===== src/rtl/gemm_tile_scheduler.sv =====
// ---------------------------------------------------------------------------
// gemm_tile_scheduler
//
// Walks a dim_M x dim_N x dim_K GEMM job over an M x N output-stationary
// tile path. For each output tile it requests an operand load, pulses the
// tile driver with the job's K length, waits for tile completion and then
// requests result write-back. The tile order is row-major, with column tiles
// innermost.
//
// Ports
//   i_clk, i_rst_n            clock, asynchronous active-low reset
//   i_job_start               one-cycle job request, sampled only in idle
//   i_dim_m/i_dim_n/i_dim_k   job dimensions, latched on accept
//   o_job_busy                job in progress
//   o_job_done, o_job_err     one-cycle completion pulse, error qualifier
//   o_tiles_done              tiles stored in current/last job
//   o_ld_req / i_ld_ack       operand load handshake
//   o_ld_row_base/col_base    first output row/column of the current tile
//   o_ld_rows / o_ld_cols     valid rows/columns of the current tile
//   o_ld_k_len                latched K
//   o_tile_start, o_tile_k_len, i_tile_done   tile driver interface
//   o_st_req / i_st_ack       result store handshake (same tile address)
// ---------------------------------------------------------------------------
module gemm_tile_scheduler #(
    parameter int unsigned M    = 8,
    parameter int unsigned N    = 8,
    parameter int unsigned KMAX = 1024
) (
    input  logic                       i_clk,
    input  logic                       i_rst_n,
    input  logic                       i_job_start,
    input  logic [15:0]                i_dim_m,
    input  logic [15:0]                i_dim_n,
    input  logic [15:0]                i_dim_k,
    output logic                       o_job_busy,
    output logic                       o_job_done,
    output logic                       o_job_err,
    output logic [15:0]                o_tiles_done,
    output logic                       o_ld_req,
    input  logic                       i_ld_ack,
    output logic [15:0]                o_ld_row_base,
    output logic [15:0]                o_ld_col_base,
    output logic [$clog2(M+1)-1:0]     o_ld_rows,
    output logic [$clog2(N+1)-1:0]     o_ld_cols,
    output logic [15:0]                o_ld_k_len,
    output logic                       o_tile_start,
    output logic [15:0]                o_tile_k_len,
    input  logic                       i_tile_done,
    output logic                       o_st_req,
    input  logic                       i_st_ack
);

    localparam int unsigned RW = $clog2(M + 1);
    localparam int unsigned CW = $clog2(N + 1);

    typedef enum logic [2:0] {
        StIdle,
        StLoad,
        StRun,
        StWait,
        StStore,
        StNext,
        StDone
    } state_e;

    state_e      r_state;
    state_e      w_state_next;

    logic [15:0] r_dim_m;
    logic [15:0] r_dim_n;
    logic [15:0] r_dim_k;
    // 17-bit bases so base + tile size never wraps for any 16-bit dimension.
    logic [16:0] r_row_base;
    logic [16:0] r_col_base;
    logic [15:0] r_tiles_done;
    logic        r_err;

    logic        w_accept;
    logic        w_reject;
    logic        w_zero_dim;
    logic [16:0] w_col_step;
    logic [16:0] w_row_step;
    logic        w_col_wrap;
    logic        w_last_row;
    logic        w_job_end;
    logic [16:0] w_row_rem;
    logic [16:0] w_col_rem;

    assign w_accept   = (r_state == StIdle) && i_job_start;
    assign w_reject   = 32'(i_dim_k) > KMAX;
    assign w_zero_dim = (i_dim_m == 16'd0) || (i_dim_n == 16'd0) || (i_dim_k == 16'd0);

    assign w_col_step = r_col_base + 17'(N);
    assign w_row_step = r_row_base + 17'(M);
    assign w_col_wrap = w_col_step >= {1'b0, r_dim_n};
    assign w_last_row = w_row_step >= {1'b0, r_dim_m};
    assign w_job_end  = w_col_wrap && w_last_row;

    // Remaining extent from the current base; bases never pass the dims.
    assign w_row_rem  = {1'b0, r_dim_m} - r_row_base;
    assign w_col_rem  = {1'b0, r_dim_n} - r_col_base;

    // -----------------------------------------------------------------------
    // State register
    // -----------------------------------------------------------------------
    always_ff @(posedge i_clk or negedge i_rst_n) begin
        if (!i_rst_n) begin
            r_state <= StIdle;
        end else begin
            r_state <= w_state_next;
        end
    end

    // -----------------------------------------------------------------------
    // Next-state logic
    // -----------------------------------------------------------------------
    always_comb begin
        w_state_next = r_state;
        unique case (r_state)
            StIdle: begin
                if (i_job_start) begin
                    if (w_reject || w_zero_dim) begin
                        w_state_next = StDone;
                    end else begin
                        w_state_next = StLoad;
                    end
                end
            end
            StLoad: begin
                if (i_ld_ack) begin
                    w_state_next = StRun;
                end
            end
            StRun: begin
                w_state_next = StWait;
            end
            StWait: begin
                if (i_tile_done) begin
                    w_state_next = StStore;
                end
            end
            StStore: begin
                if (i_st_ack) begin
                    w_state_next = StNext;
                end
            end
            StNext: begin
                w_state_next = w_job_end ? StDone : StLoad;
            end
            StDone: begin
                w_state_next = StIdle;
            end
            default: begin
                w_state_next = StIdle;
            end
        endcase
    end

    // -----------------------------------------------------------------------
    // Job datapath: latched dims, tile bases, tile counter, error cause
    // -----------------------------------------------------------------------
    always_ff @(posedge i_clk or negedge i_rst_n) begin
        if (!i_rst_n) begin
            r_dim_m      <= 16'd0;
            r_dim_n      <= 16'd0;
            r_dim_k      <= 16'd0;
            r_row_base   <= 17'd0;
            r_col_base   <= 17'd0;
            r_tiles_done <= 16'd0;
            r_err        <= 1'b0;
        end else begin
            if (w_accept) begin
                r_dim_m      <= i_dim_m;
                r_dim_n      <= i_dim_n;
                r_dim_k      <= i_dim_k;
                r_row_base   <= 17'd0;
                r_col_base   <= 17'd0;
                r_tiles_done <= 16'd0;
                r_err        <= w_reject;
            end
            if ((r_state == StStore) && i_st_ack) begin
                r_tiles_done <= r_tiles_done + 16'd1;
            end
            // The last tile's address is kept after the job ends.
            if ((r_state == StNext) && !w_job_end) begin
                if (w_col_wrap) begin
                    r_col_base <= 17'd0;
                    r_row_base <= w_row_step;
                end else begin
                    r_col_base <= w_col_step;
                end
            end
        end
    end

    // -----------------------------------------------------------------------
    // Outputs
    // -----------------------------------------------------------------------
    always_comb begin
        o_job_busy    = 1'b0;
        o_job_done    = 1'b0;
        o_job_err     = 1'b0;
        o_ld_req      = 1'b0;
        o_tile_start  = 1'b0;
        o_st_req      = 1'b0;
        unique case (r_state)
            StIdle:  ;
            StLoad: begin
                o_job_busy = 1'b1;
                o_ld_req   = 1'b1;
            end
            StRun: begin
                o_job_busy   = 1'b1;
                o_tile_start = 1'b1;
            end
            StWait: begin
                o_job_busy = 1'b1;
            end
            StStore: begin
                o_job_busy = 1'b1;
                o_st_req   = 1'b1;
            end
            StNext: begin
                o_job_busy = 1'b1;
            end
            StDone: begin
                o_job_done = 1'b1;
                o_job_err  = r_err;
            end
            default: ;
        endcase

        o_tiles_done  = r_tiles_done;
        o_ld_row_base = r_row_base[15:0];
        o_ld_col_base = r_col_base[15:0];
        o_ld_k_len    = r_dim_k;
        o_tile_k_len  = r_dim_k;

        if (w_row_rem >= 17'(M)) begin
            o_ld_rows = RW'(M);
        end else begin
            o_ld_rows = w_row_rem[RW-1:0];
        end
        if (w_col_rem >= 17'(N)) begin
            o_ld_cols = CW'(N);
        end else begin
            o_ld_cols = w_col_rem[CW-1:0];
        end
    end

endmodule


===== config.mk =====
export PLATFORM = sky130hd
export DESIGN_NAME = gemm_tile_scheduler
export DESIGN_NICKNAME = d
export VERILOG_FILES = /design/src/rtl/gemm_tile_scheduler.sv
export SDC_FILE = /design/constraint.sdc
export NUM_CORES = 1
export LEC_CHECK = 0
export BUFFER_PORTS_ARGS = -buffer_cell sky130_fd_sc_hd__buf_4
export CAP_MARGIN = 0
export CORE_ASPECT_RATIO = 0.7
export CORE_UTILIZATION = 57
export CTS_CLUSTER_DIAMETER = 200
export CTS_CLUSTER_SIZE = 25
export DETAILED_ROUTE_END_ITERATION = 12
export PLACE_DENSITY = 0.92
export SYNTH_ARGS = -nofsm -noshare
export SYNTH_HDL_FRONTEND = slang
export SYNTH_SLANG_ARGS = --single-unit

===== constraint.sdc =====
create_clock -name i_clk -period 8.3 [get_ports i_clk]
set_input_delay 2.075 -clock i_clk [delete_from_list [all_inputs] [get_ports i_clk]]
set_output_delay 2.075 -clock i_clk [all_outputs]
set_load 0.01 [all_outputs]

# == After elaboration in Yosys (flattened, before gate mapping) ==
# Index checks and enable logic that the tools add are counted.
# word_totals
inputBits,54
wordCells,67
out_inout_bits,94
ff_bits,102
# classes
n_addsub,5
muxes,23
n_lt_le_gt_ge,5
reduce_logical,16
n_eq_ne,10
# ops
operator,count
$mux 17,6
$logic_not 16->1,3
$add 17x4->17 const B,2
$ge 17x16->1,2
$ge 17x4->1 const B,2
$sub 16x17->17,2
$mux 16,2
$mux 3,6
$pmux 3 s6,1
$add 16x1->16 const B,1
$gt 16x11->1 const B,1
$eq 3x3->1 const B,3
$mux 4,2
$ne 2x2->1 const B,4
$eq 3x2->1 const B,2
$mux 1,6
$reduce_or 5->1,1
$logic_and 1x1->1,4
$reduce_and 4->1,1
$reduce_bool 2->1,2
$eq 3x1->1 const B,1
$logic_not 3->1,1
$logic_or 1x1->1,3
$logic_not 1->1,1

# == Logic depth before layout (Yosys ltp) ==
# logic_depth
depth_word,7
ltp_mapped,15
depth_no_buf,14

# == Worst setup path after synthesis ==
# Ideal clock, no wire load.
# synth_path
kind,register -> output
from,register r_dim_m[0]
to,output o_ld_rows[3]
path_stages_with_launch,12
arrival_ns,2.854
required_ns,6.225
n_path_buf,0
slack_ns,3.371
cell_sequence,dfrtp_1 inv_1 ha_1 inv_1 fa_1 a211o_1 a31oi_1 o21ai_0 o31ai_2 o21ai_1 a2111o_1 or4b_1
# synth_via
elab_chain_cells,3
# synth_lines
element,line_no,source
start: declaration,69,logic [15:0] r_dim_m;
start signal: assignment,173,r_dim_m <= i_dim_m;
$sub 16x17->17 (*),100,"assign w_row_rem = {1'b0, r_dim_m} - r_row_base;"
$ge 17x4->1,239,if (w_row_rem >= 17'(M)) begin
$mux 4 (*),239,
end: declaration,43,"output logic [$clog2(M+1)-1:0] o_ld_rows,"
# Every way passes the cells marked *; elsewhere a longest branch is shown, timed or not.

# == Worst setup path after layout ==
# layout_path
from,register r_row_base[5]
to,output o_ld_rows[3]
# layout_via
elab_chain_cells,3
# layout_lines
element,line_no,source
start: declaration,73,logic [16:0] r_row_base;
start signal: assignment,188,r_row_base <= w_row_step;
$sub 16x17->17,100,
$ge 17x4->1,239,
$mux 4,239,
# Every way passes these cells.

==> results.toml <==
[route]
vias_per_cell = 5.95
num_vias = 6851
final_antenna_net_count = 0
wl_per_cell_um = 17.5
first_pass_iters = 5
dr.first_iter.drc_count = 520
route.detailed.drc = 0
drt-total-wl_um = 20100

[grt]
grt_overflow = 0
antenna_found_initial = 0
grt_use_total_pct = 30.1
grt_max_degree = 90
grt_pass1_vias = 6478
grt_pass1_wl_um = 32600

[pwr]
p_comb_share_pct = 57.4
p_per_area_nw_per_um2 = 308
p_int_mw = 1.46
p_leak_nw = 4.22
clockPowerShare_pct = 15.3
switching_share_pct = 45.3
p_switching_mw = 1.21
vdd_drop_max_v = 0.000190
p_seq_share_pct = 27.3

[cells_and_area]
area_delta_synth_final_pct = 14.8
nets = 1104
final_area_um2 = 8650
final_common_cell = "buf_4"
fill_cells = 1025
finalCoreUtilization_pct = 68.3
final_cell_mix = "buf_4, nand2_1, dfrtp_1, inv_1, o21ai_0"
diodes = 0
drive_gt1_share_pct = 19.7

[critical_path]
cp_max_fo = 8
path_cells = "inv_1 -> ha_1 -> nor3b_1 -> a31oi_1 -> o311ai_1 -> a2111oi_0 -> nand3_1 -> a2111o_1 -> or4b_1 -> buf_4"
rr_worst_depth = 14
timing.rr.start = "r_row_base[3]"
critPathMaxStageDelay_ns = 0.56
end_kind = "output pin"
r2r-end = "r_row_base[5]"
critPathKind = "flip-flop to output pin"
crit_required_ns = 6.23
cp_slowest_cell = "a2111oi_0"
crit_path_start = "r_row_base[5]"
start_kind = "flip-flop"
rrSetupSlack_ns = 4.09
crit_arrival_ns = 3.70

[place]
placedInstanceArea_um2 = 8370
hpwl_um = 15600
gp_congestion = 0.961
dp_slack_ns = 3.01
port_buffers = 144

[clocking]
clk-insertion-delay-late_ns = 0.35
cts_tree = "done"
clkSlewWorstSetupHoldPaths_ns = 0.07
cts_sinks = 99
holdBufCountCts = 0
h-tree-depth = 3
clk_path_buf_depth = 2
post_cts_buffers = 0
cts_buffers = 9
post_cts_resized = 0
clockRootBuffer = "clkbuf_16"

[sta]
hold_viol_final = 0
maxSlewViolCount = 0
finalSetupViolCount = 0
fin_tns_setup_ns = 0
setup_ws_ns = 2.53
worstMarginPinSlew_ns = 0.995
post-route-period-util_pct = 69.6
skew_ns = 0.0145
rsz0062_at_grt = "no"
whs_ns = 0.489
max_freq_mhz = 173
post-route-min-period_ns = 5.77
relSlewSlack_pct = 33.1

[floorplan]
core_um2 = 12700
num_io_pins = 148
die_w_um = 139
start_util_pct = 59.5
die_h_um = 98.2
rows = 34
die_area_um2 = 13700

[logic_synthesis]
synth_edf_count = 0
synth_top_family_by_area = "simple AND/OR/NAND/NOR gates"
ys_seq_area_share_pct = 32.9
ys_types = 86
synth_area_um2 = 7540
synthAdderAreaFrac_pct = 10.7
syn_inst = 900
synth_compound_area_share_pct = 20.0
yosys_most_used_dff = "dfrtp_1"
synth-async-reset-ratio_pct = 100
muxShareOfSynthArea_pct = 1.99
syn_avg_cell_area_um2 = 8.38
synth_seq_cells = 99
yosys.area_share.xor_xnor_pct = 2.92
synth-simple-area-share_pct = 21.1
ys_warn_count = 0

[hold_path]
hold_class = "flip-flop to flip-flop"
hold_depth = 1
hold-path-endpoint = "o_tiles_done[15]"
hold_start = "o_tiles_done[15]"

[status]
status = "completed"

[run]
cap_violations = 0
## worst max path at each step
stage,slack (ns),end
after floorplan,3.37,o_ld_rows[3]
after global placement,3.05,o_ld_rows[3]
after detailed placement,3.01,o_ld_rows[3]
after CTS,2.62,o_ld_rows[3]
after global routing,2.40,o_ld_rows[3]
final,2.53,o_ld_rows[3]
## final cells by class
type / instances / area [µm²] / area share (%)
tap: 162 / 203 / 2.34
clock inverter: 5 / 45.0 / 0.520
sequential: 99 / 2480 / 28.6
inverter: 76 / 285 / 3.30
timing repair buffer: 147 / 1100 / 12.8
multi-input combinational: 653 / 4300 / 49.7
clock buffer: 10 / 239 / 2.76
## Yosys cell counts (all sizes together) (5+ instances only)
cell	number	area (µm²)
clkbuf	18	67.6
and3	6	38.8
a2111oi	5	75.1
xor2	7	61.3
xnor2	16	159
and2	7	46.3
or3	10	67.6
a31oi	8	56.3
nand2	137	514
nor4	16	100
nand4	19	134
a21oi	50	250
o31ai	7	76.3
a21o	17	128
nand3	35	175
o21a	6	45.0
a211oi	8	72.6
dfrtp	99	2480
a22o	9	78.8
o21ai	70	350
nor3b	6	50.1
nor3	15	80.1
ha	63	788
mux2	8	90.1
inv	76	285
nand2b	9	56.3
nor2	49	184
buf	57	420
o211ai	5	51.3
mux2i	6	60.1
## flip-flops by register name, indices dropped and copies added, names as in the netlist
name	count
o_ld_k_len	16
o_tiles_done	16
r_col_base	14
r_dim_m	16
r_dim_n	16
r_err	1
r_row_base	17
r_state	3
## power by group through the flow
stage / sequential, mW / clock, mW / combinational [mW]
2_1_floorplan: 0.710 / 0 / 1.12
3_3_place_gp: 0.730 / 0 / 1.47
3_5_place_dp: 0.729 / 0 / 1.49
4_1_cts: 0.726 / 0.416 / 1.49
5_1_grt: 0.748 / 0.436 / 1.68
6_report: 0.727 / 0.407 / 1.53
## per-layer routing
metal | GRT usage (%) | share of wire [%]
met3 | 6.28 | 8.3
met1 | 43.8 | 47
met2 | 45.0 | 42
met5 | 0 | 0
met4 | 8.38 | 2.1
## through the flow
stage	power (mW)	std cells
5_1_grt	2.86	1152
3_3_place_gp	2.20	1137
2_1_floorplan	1.83	903
4_1_cts	2.64	1152
3_5_place_dp	2.22	1137
6_report	2.66	1152
## cell families (layout without fill, tap and decap cells)
group                      Yosys count  after routing
AOI/OAI and AO/OA                  221            221
xor gates and xnor gates            23             23
adders and majority gates           64             64
buffers and inverters              151            238
DFF                                 99             99
muxes                               14             14
other                                2              5
and+or+nand+nor                    326            326
## worst max-delay path: cells and delay by family (launching register included)
| family | cells | cell delay, ns |
|---|---|---|
| buf+inv | 2 | 0.26 |
| flops | 1 | 0.44 |
| compound gates | 4 | 1.32 |
| fa+ha+maj | 1 | 0.42 |
| simple gates | 3 | 0.90 |
No activity file was read; power rests on OpenSTA's default activity.
